### src/rtl/pipeline_pc_fetch_if.sv
`default_nettype none
// ============================================================================
//  Module      : pipeline_pc_fetch_if
//  Description : Instruction-memory (icache) request/response bundle between
//                the fetch stage (master) and the icache (slave).
//  Revision    : 1.0  initial release
// ============================================================================
interface pipeline_pc_fetch_if;
    logic        ihit;      // iload valid for imemaddr this cycle
    logic [31:0] iload;     // instruction word
    logic        imemREN;   // read enable
    logic [31:0] imemaddr;  // read address

    modport master (
        input  ihit,
        input  iload,
        output imemREN,
        output imemaddr
    );

    modport slave (
        output ihit,
        output iload,
        input  imemREN,
        input  imemaddr
    );
endinterface
`default_nettype wire

### src/rtl/pipeline_pc_fetch.sv
`default_nettype none
// ============================================================================
//  Module      : pipeline_pc_fetch
//  Description : Fetch-stage front end. Owns the PC, drives the icache
//                request, absorbs miss latency, parks redirects that land
//                mid-miss and stops on HALT until a redirect squashes it.
//  Revision    : 1.0  initial release
// ============================================================================
module pipeline_pc_fetch #(
    parameter logic [31:0] PC_INIT     = 32'h0000_0000,
    parameter logic [5:0]  HALT_OPCODE = 6'b111111
) (
    input  wire logic          CLK,
    input  wire logic          nRST,
    pipeline_pc_fetch_if.master imem,
    input  wire logic          i_stall,
    input  wire logic          i_redirect_valid,
    input  wire logic [31:0]   i_redirect_pc,
    output logic      [31:0]   o_instr_out,
    output logic      [31:0]   o_npc_out,
    output logic               o_fetch_valid,
    output logic               o_flush_out
);

    typedef enum logic [0:0] {
        ST_FETCH  = 1'b0,
        ST_HALTED = 1'b1
    } state_t;

    state_t      r_state;
    logic [31:0] r_pc;
    logic        r_pend_valid;
    logic [31:0] r_pend_pc;

    logic [31:0] w_redirect_tgt;
    logic [31:0] w_pc_plus4;
    logic        w_fetching;
    logic        w_fetch_valid;
    logic        w_halt;

    // Targets are word aligned; low bits from the resolver are dropped.
    assign w_redirect_tgt = i_redirect_pc & 32'hFFFF_FFFC;
    assign w_pc_plus4     = r_pc + 32'd4;
    assign w_fetching     = (r_state == ST_FETCH);

    // A hit is only good-path when no older redirect (pending or current)
    // is about to replace the PC.
    assign w_fetch_valid  = w_fetching & imem.ihit & ~r_pend_valid & ~i_redirect_valid;
    assign w_halt         = w_fetch_valid & (imem.iload[31:26] == HALT_OPCODE) & ~i_stall;

    assign imem.imemREN   = w_fetching;
    assign imem.imemaddr  = r_pc;
    assign o_instr_out    = imem.iload;
    assign o_npc_out      = w_pc_plus4;
    assign o_fetch_valid  = w_fetch_valid;
    assign o_flush_out    = i_redirect_valid;

    // PC / pending-redirect / FETCH-HALTED state machine.
    always_ff @(posedge CLK or negedge nRST) begin
        if (!nRST) begin
            r_state      <= ST_FETCH;
            r_pc         <= PC_INIT;
            r_pend_valid <= 1'b0;
            r_pend_pc    <= 32'h0000_0000;
        end else begin
            case (r_state)
                ST_FETCH: begin
                    if (imem.ihit) begin
                        if (i_redirect_valid) begin
                            r_pc         <= w_redirect_tgt;
                            r_pend_valid <= 1'b0;
                        end else if (r_pend_valid) begin
                            r_pc         <= r_pend_pc;
                            r_pend_valid <= 1'b0;
                        end else if (i_stall) begin
                            r_pc <= r_pc;
                        end else if (w_halt) begin
                            // PC stays on the HALT so a squash can re-steer cleanly.
                            r_state <= ST_HALTED;
                        end else begin
                            r_pc <= w_pc_plus4;
                        end
                    end else if (i_redirect_valid) begin
                        // Address must stay stable while the miss is outstanding.
                        r_pend_valid <= 1'b1;
                        r_pend_pc    <= w_redirect_tgt;
                    end
                end
                ST_HALTED: begin
                    if (i_redirect_valid) begin
                        r_pc         <= w_redirect_tgt;
                        r_pend_valid <= 1'b0;
                        r_state      <= ST_FETCH;
                    end
                end
                default: r_state <= ST_FETCH;
            endcase
        end
    end

endmodule
`default_nettype wire

### src/flat_wrapper.sv
// flat-port wrapper written by rule: the top's interface ports become plain ports
module pipeline_pc_fetch_flat 
#(
    parameter logic [31:0] PC_INIT     = 32'h0000_0000,
    parameter logic [5:0]  HALT_OPCODE = 6'b111111
)
  (CLK, nRST, i_stall, i_redirect_valid, i_redirect_pc, o_instr_out, o_npc_out, o_fetch_valid, o_flush_out, imem_ihit, imem_iload, imem_imemREN, imem_imemaddr);
  pipeline_pc_fetch_if imem_i ();
  input  wire logic CLK;
  input  wire logic nRST;
  input  wire logic i_stall;
  input  wire logic i_redirect_valid;
  input  wire logic [31:0] i_redirect_pc;
  output logic      [31:0] o_instr_out;
  output logic      [31:0] o_npc_out;
  output logic o_fetch_valid;
  output logic o_flush_out;
  input wire logic [$bits(imem_i.ihit)-1:0] imem_ihit;
  input wire logic [$bits(imem_i.iload)-1:0] imem_iload;
  output wire logic [$bits(imem_i.imemREN)-1:0] imem_imemREN;
  output wire logic [$bits(imem_i.imemaddr)-1:0] imem_imemaddr;
  assign imem_i.ihit = imem_ihit;
  assign imem_i.iload = imem_iload;
  assign imem_imemREN = imem_i.imemREN;
  assign imem_imemaddr = imem_i.imemaddr;
  pipeline_pc_fetch #(.PC_INIT(PC_INIT), .HALT_OPCODE(HALT_OPCODE)) u_core (.CLK(CLK), .nRST(nRST), .imem(imem_i), .i_stall(i_stall), .i_redirect_valid(i_redirect_valid), .i_redirect_pc(i_redirect_pc), .o_instr_out(o_instr_out), .o_npc_out(o_npc_out), .o_fetch_valid(o_fetch_valid), .o_flush_out(o_flush_out));
endmodule
### config.mk
export PLATFORM = sky130hd
export DESIGN_NAME = pipeline_pc_fetch_flat
export DESIGN_NICKNAME = d
export VERILOG_FILES = /design/src/rtl/pipeline_pc_fetch_if.sv /design/src/rtl/pipeline_pc_fetch.sv /design/src/flat_wrapper.sv
export SDC_FILE = /design/constraint.sdc
export NUM_CORES = 1
export LEC_CHECK = 0
export BUFFER_PORTS_ARGS = -buffer_cell sky130_fd_sc_hd__buf_2
export CELL_PAD_IN_SITES_DETAIL_PLACEMENT = 1
export CELL_PAD_IN_SITES_GLOBAL_PLACEMENT = 1
export CORE_MARGIN = 3
export CORE_UTILIZATION = 35
export DETAILED_ROUTE_END_ITERATION = 10
export PLACE_DENSITY_LB_ADDON = 0.15
export SYNTH_ARGS = -nofsm -noshare
export SYNTH_HDL_FRONTEND = slang
export SYNTH_SLANG_ARGS = --single-unit
### constraint.sdc
create_clock -name CLK -period 5.9 [get_ports CLK]
set_clock_uncertainty 0.1 [all_clocks]
set_input_delay 1.18 -clock CLK [delete_from_list [all_inputs] [get_ports CLK]]
set_output_delay 1.18 -clock CLK [all_outputs]
set_load 0.05 [all_outputs]
==> results.md, run 1 <==
- Post-synth EDFFs: 0
- DR vias/cell: 5.51
- Net total in the final layout: 593
- CTS max path bufs: 2
- Total CTS buffers: 9
- Power Total: 1.83 mW
- Initial DRC count: 169
- CTS tree: built
- Syn Std Cell Area: 0.00408 mm2
- CTS sink count: 62
- I/O pin cnt: 168
- Crit Path Max Fanout: 32
- Final hold vios: 0
- Vias: about 3700
- Syn-to-layout area delta: 18.5%
- Sequential area share after synthesis: 38.0%
- Die X-Extent: ~110 um
- Full die area: 0.0130 mm2
- DRT antenna net count: 0
- Yosys warns: 0
- Tot GR Track Use: between 20% and 30%
- GRT met1 Usage: about 28%
- RSZ-0062 raised after global routing: false
- Largest net degree at the start of global routing: 63
- Met3 Use GR: 4.46%
- Status: completed
- P_leak: around 2.1 nW
- Syn Area/Cell: 8.96 um2
- Worst VDD drop: 0.159 mV
- Crit path DAT: ~2800 ps
- Maxcap violations: 0
- Routing usage on met2: 33.6%
- Filler instances: between 1000 and 1500
- Final period util: 68.4%
- Core footprint: about 0.011 mm2
- Reg clk slew, reported paths: 60 ps
- Later-pin clock latency in the skew report: 330 ps
- Mapped Cells: ~460
- DRC viols: 0
- Gr busiest metal: met2
- Inserted Diodes: 0
- Ys flop type: dfrtp_1
- WL final: 13300 um
- Setup violations, final: 0
- Peak Freq: about 250 MHz
- Post-Route Setup TNS: 0 ps
- #FFs+latches synth: 62
- Count of different cell masters after synthesis: 67
- Post-CTS resize count: 0
- Async set-reset flop share out of synthesis: 100%
- IO buf count: 109
- Hold_buf cts: 0
- DP Worst Slack: 1860 ps
- Worst slew margin: 26.5%
- Starting density of the core: 36.7%
- Critical Path Sink Type: output pin
- Initial antenna violation count: 0
- Worst setup SP type: input pin
- Worst path required time: ~4600 ps
- PnR worst setup slack: 1860 ps
- First-pass GRT wire length: 21000 um
- Vias in the first global route: approximately 3800
- DR pass1 iterations: 4
- RD Place Congestion: roughly 0.77
- CTS root buf: clkbuf_16
- Worst slew pin tran: 1100 ps
- CTS H-tree lvls: 3
- Grt ovf: 0
- Num rows: 38
- Final Max Slew Viols: 0
- Crit Path Category: input pin to output pin
- Setup bufs post-CTS: 0
- Power per cell area: 380 mW/mm2
- Post-route cell area: about 0.0048 mm2
- Die height: 114 um
- Post-placement cell area: 0.00450 mm2
- Hold crit path type: flip-flop to flip-flop
- HPWL after DPL: 9380 um
- Share of post-route cells with drive strength above 1: 32.4%
- Fin crit period: approximately 4000 ps
- Drt wl/cell: 19.9 um
through the flow:
step | util (%) | hold slack (ps) | std cells
final | 43.4 | 398 | 668
after floorplan | - | 371 | 458
after global placement | 40.4 | 381 | 652
after detailed placement | 40.4 | 389 | 652
after global routing | 43.4 | 409 | 668
after CTS | 43.4 | 401 | 668
per-layer routing:
| layer | share of wire [%] | vias to the layer above | routed length, um |
|---|---|---|---|
| li1 | - | 1720 | - |
| met1 | 46 | 1854 | 6160 |
| met2 | 47 | 96 | 6270 |
| met3 | 5.2 | 13 | 698 |
| met4 | 1.4 | 0 | 191 |
| met5 | 0 | - | 0 |
cell usage in the layout (no fill, tap or decap), types with 7 or more instances in the layout:
cell type | synthesis | layout
a21oi_1 | 35 | 34
inv_1 | 21 | 21
nor2_1 | 33 | 33
nand3_1 | 18 | 18
mux2i_1 | 8 | 8
clkbuf_16 | 0 | 9
mux2_2 | 25 | 25
o21ai_0 | 22 | 22
nor3_1 | 13 | 13
dfrtp_1 | 62 | 62
buf_2 | 4 | 109
nand2_1 | 30 | 30
xnor2_1 | 23 | 23
nand4_1 | 7 | 7
Yosys cell counts (4+ instances only):
cell type | count | area [um2]
dfrtp_1 | 62 | 1550
buf_4 | 37 | 278
a21oi_1 | 35 | 175
nor2_1 | 33 | 124
nand2_1 | 30 | 113
mux2_2 | 25 | 282
xnor2_1 | 23 | 201
o21ai_0 | 22 | 110
inv_1 | 21 | 78.8
nand3_1 | 18 | 90.1
clkbuf_1 | 15 | 56.3
nor3_1 | 13 | 65.1
mux2i_1 | 8 | 80.1
nand4_1 | 7 | 43.8
a31oi_1 | 5 | 31.3
nand2b_1 | 5 | 31.3
o211ai_1 | 5 | 37.5
xor2_1 | 5 | 43.8
and2_1 | 4 | 25.0
and3_1 | 4 | 25.0
buf_2 | 4 | 20.0
nor4_1 | 4 | 25.0
final cells by class:
type	instances	area, um2	share of cell area (%)
clock buffers	13	270	5.59
multi-input cells	315	2110	43.6
clock inverters	3	65.1	1.35
repair buffers	114	583	12.1
flip-flops and latches	62	1550	32.1
well taps	140	175	3.62
inverters	21	78.8	1.63
critical path, cell delays in order:
cell and delay (ps):
buf_2 150, or2_2 580, nor2_1 410, and2_1 180
buf_2 250
sequential cells by signal (all words and copies together) (netlist names):
| signal | count |
|---|---|
| u_core.r_pend_valid | 1 |
| u_core.r_state | 1 |
| u_core.imem.imemaddr | 30 |
| u_core.r_pend_pc | 30 |
cell families (layout without fill, tap and decap cells):
logic type      after synthesis  after routing  share of synthesized area, %
compound gates              108            108                          17.3
xor+xnor                     28             28                          6.01
fa+ha+maj                     1              1                         0.307
buf+inv                      81            151                          11.0
flops                        62             62                          38.0
mux                          33             33                          8.87
other cells                   1              4                        0.0919
simple gates                141            141                          18.4
path summary, 6_finish.rpt:
kind	startpoint	endpoint	slack [ps]	cells past startpoint
min in group asynchronous	nRST	u_core.r_pend_pc[16]	930	2
max reg2reg	u_core.r_pend_valid	u_core.imem.imemaddr[16]	2630	5
min reg2reg	u_core.r_pend_pc[20]	u_core.r_pend_pc[20]	400	1
max	i_redirect_valid	o_fetch_valid	1860	5
min	u_core.r_pend_pc[20]	u_core.r_pend_pc[20]	400	1
max in group asynchronous	nRST	u_core.r_pend_pc[9]	4180	2
where the power goes:
group	switching [mW]	internal (mW)
combinational	0.486	0.174
clock	0.195	0.404
sequential	0.0835	0.492
Note: power is estimated with default switching activity, not from simulation.
==> inputs of run 2 (changes only) <==
==> constraint.sdc (replaced) <==
create_clock -name CLK -period 4.2 [get_ports CLK]
set_clock_uncertainty 0.1 [all_clocks]
set_input_delay 0.84 -clock CLK [delete_from_list [all_inputs] [get_ports CLK]]
set_output_delay 0.84 -clock CLK [all_outputs]
set_load 0.05 [all_outputs]
==> run 2 against run 1 <==
Compared with the run above:
- global-route usage grew 0.31 points
- clock power grew 16%
- utilization shrank 0.30 points
- critical path depth grew 1
- flip-flop and latch count is the same
- sequential share of layout area grew 0.23 points
- setup slack lost 1200 ps
- power grew 33%
- largest cell class unchanged
==> results.md, run 2 (same netlist as run 1, synthesis figures left out) <==
- Commonest cells after routing, fill and taps aside: 109 x buf_2, 62 x dfrtp_1, 35 x a21oi_1
- DR pass1 iterations: 5
- Net Sw Power: around 1.1 mW
- Reg2reg end: u_core.imem.imemaddr[24]
- First-pass GRT wire length: 21200 um
- Full die area: 0.0130 mm2
- RSZ-0062 raised after global routing: false
- Clk pwr share: between 20 and 30%
- DR vias/cell: between 5 and 6
- Fin crit period: approximately 3600 ps
- Worst setup SP type: flip-flop
- Initial antenna violation count: 0
- Sw Share: 44.0%
- Vias in the first global route: 3898
- Net total in the final layout: 598
- Power per cell area: 507 mW/mm2
- Power Total: 2.43 mW
- CTS max path bufs: 2
- CTS sink count: 62
- Combinational share of power: around two fifths
- Slack of the worst reg-to-reg path: 1710 ps
- Crit Path Category: flip-flop to output pin
- Hold_buf cts: 0
- Crit Path Max Fanout: 9
- HPWL after DPL: 9590 um
- WL final: 13400 um
- Total CTS buffers: 9
- Filler instances: 1349
- CTS root buf: clkbuf_16
- Vias: 3751
- Worst r2r src: u_core.r_state
- Most common cell after layout, fill and taps aside: buf_2
- Syn-to-layout area delta: 17.7%
- Peak Freq: about 280 MHz
- Post-Route Setup TNS: 0 ps
- Core footprint: 0.0111 mm2
- Critical Path Sink Type: output pin
- Later-pin clock latency in the skew report: 330 ps
- Initial DRC count: 157
- Status: completed
- RD Place Congestion: 0.787
- Cell mode on critical path: nand4_1
- Crit path largest cell delay: roughly 500 ps
- Setup violations, final: 0
- DRC viols: 0
- CTS H-tree lvls: 3
- Num rows: 38
- Share of post-route cells with drive strength above 1: 32.9%
- Hold crit path type: flip-flop to flip-flop
- IO buf count: 109
- Hold depth: 1
- Inserted Diodes: 0
- Final Max Slew Viols: 0
- Drt wl/cell: 20.0 um
- Final period util: about 85%
- Worst slew pin tran: 928 ps
- Setup bufs post-CTS: 0
- Worst slew margin: 37.8%
- Die height: 114 um
- Die X-Extent: 114 um
- Starting density of the core: 36.7%
- Largest net degree at the start of global routing: 55
- Maxcap violations: 0
- Register-to-Register Path Depth: 6
- DRT antenna net count: 0
- Critical path cell sequence: nand4_1 -> or2_2 -> nor3_1 -> nand4_1 -> xnor2_1 -> buf_2
- Power Internal: 1.36 mW
- Post-CTS resize count: 0
- Grt ovf: 0
- Worst VDD drop: 0.217 mV
- Crit path DAT: around 2600 ps
- Hold_sp: u_core.r_pend_pc[24]
- Flop pwr share: 32.8%
- Worst Hold End: u_core.r_pend_pc[24]
- I/O pin cnt: 168
- Worst path required time: 3260 ps
- Tot GR Track Use: 21.2%
- Crit. Startpoint: u_core.imem.imemaddr[5]
- Reg clk slew, reported paths: 60 ps
- Critical path's slowest cell: or2_2
- P_leak: between 2 and 2.5 nW
- CTS tree: built
- Final hold vios: 0
## run 2: cell types whose count changed in the layout (fill, tap and decap cells not counted), sizes merged
cell and change:
clkinv +2, bufinv -2, clkbuf -2, buf +5
clkinvlp +1
## run 2: final cells by class
cell class	count	area [um2]	area share, %
clock buffer	11	253	5.27
clock inverter	4	22.5	0.469
inverter	21	78.8	1.64
multi-input combinational	315	2100	43.7
sequential	62	1550	32.3
tap	140	175	3.65
timing repair buffer	119	621	12.9
## run 2: per-layer routing
| layer | GRT usage (%) | vias to the layer above | routed length, um |
|---|---|---|---|
| met1 | 28.2 | 1869 | 5940 |
| met3 | 5.09 | 15 | 913 |
| li1 | - | 1732 | - |
| met5 | 0 | - | 0 |
| met4 | 6.41 | 0 | 171 |
| met2 | 34.2 | 135 | 6410 |
## run 2: worst max-delay path by stage
stage	slack, ps	to
detailed placement	970	o_npc_out[31]
global placement	1040	o_npc_out[31]
finish	620	o_npc_out[31]
CTS	620	o_npc_out[31]
floorplan	540	o_npc_out[22]
global route	460	o_npc_out[31]
## run 2: per-stage QoR
stage                     instances  cell area [um2]  worst slack (ps)  utilization (%)  hold slack [ps]
final                           672             4800               617             43.1              399
after global routing            672             4800               462             43.1              416
after CTS                       672             4800               620             43.1              405
after detailed placement        657             4520               972             40.7              390
after global placement          657             4520              1040             40.7              381
after floorplan                 458             4090               538                -              371
## run 2: critical path: cells and delay by family, from the launching register on
kind	cells	cell delay (ps)
AND/OR/NAND/NOR	4	1340
XOR/XNOR	1	210
buffers and inverters	1	290
flip-flops	1	480
## run 2: power by group through the flow
stage / Clock [mW] / Combinational [mW] / Sequential, mW
2_1_floorplan: 0 / 0.603 / 0.962
3_3_place_gp: 0 / 0.930 / 0.803
3_5_place_dp: 0 / 0.944 / 0.810
4_1_cts: 0.715 / 0.947 / 0.800
5_1_grt: 0.743 / 0.997 / 0.819
6_report: 0.697 / 0.938 / 0.800
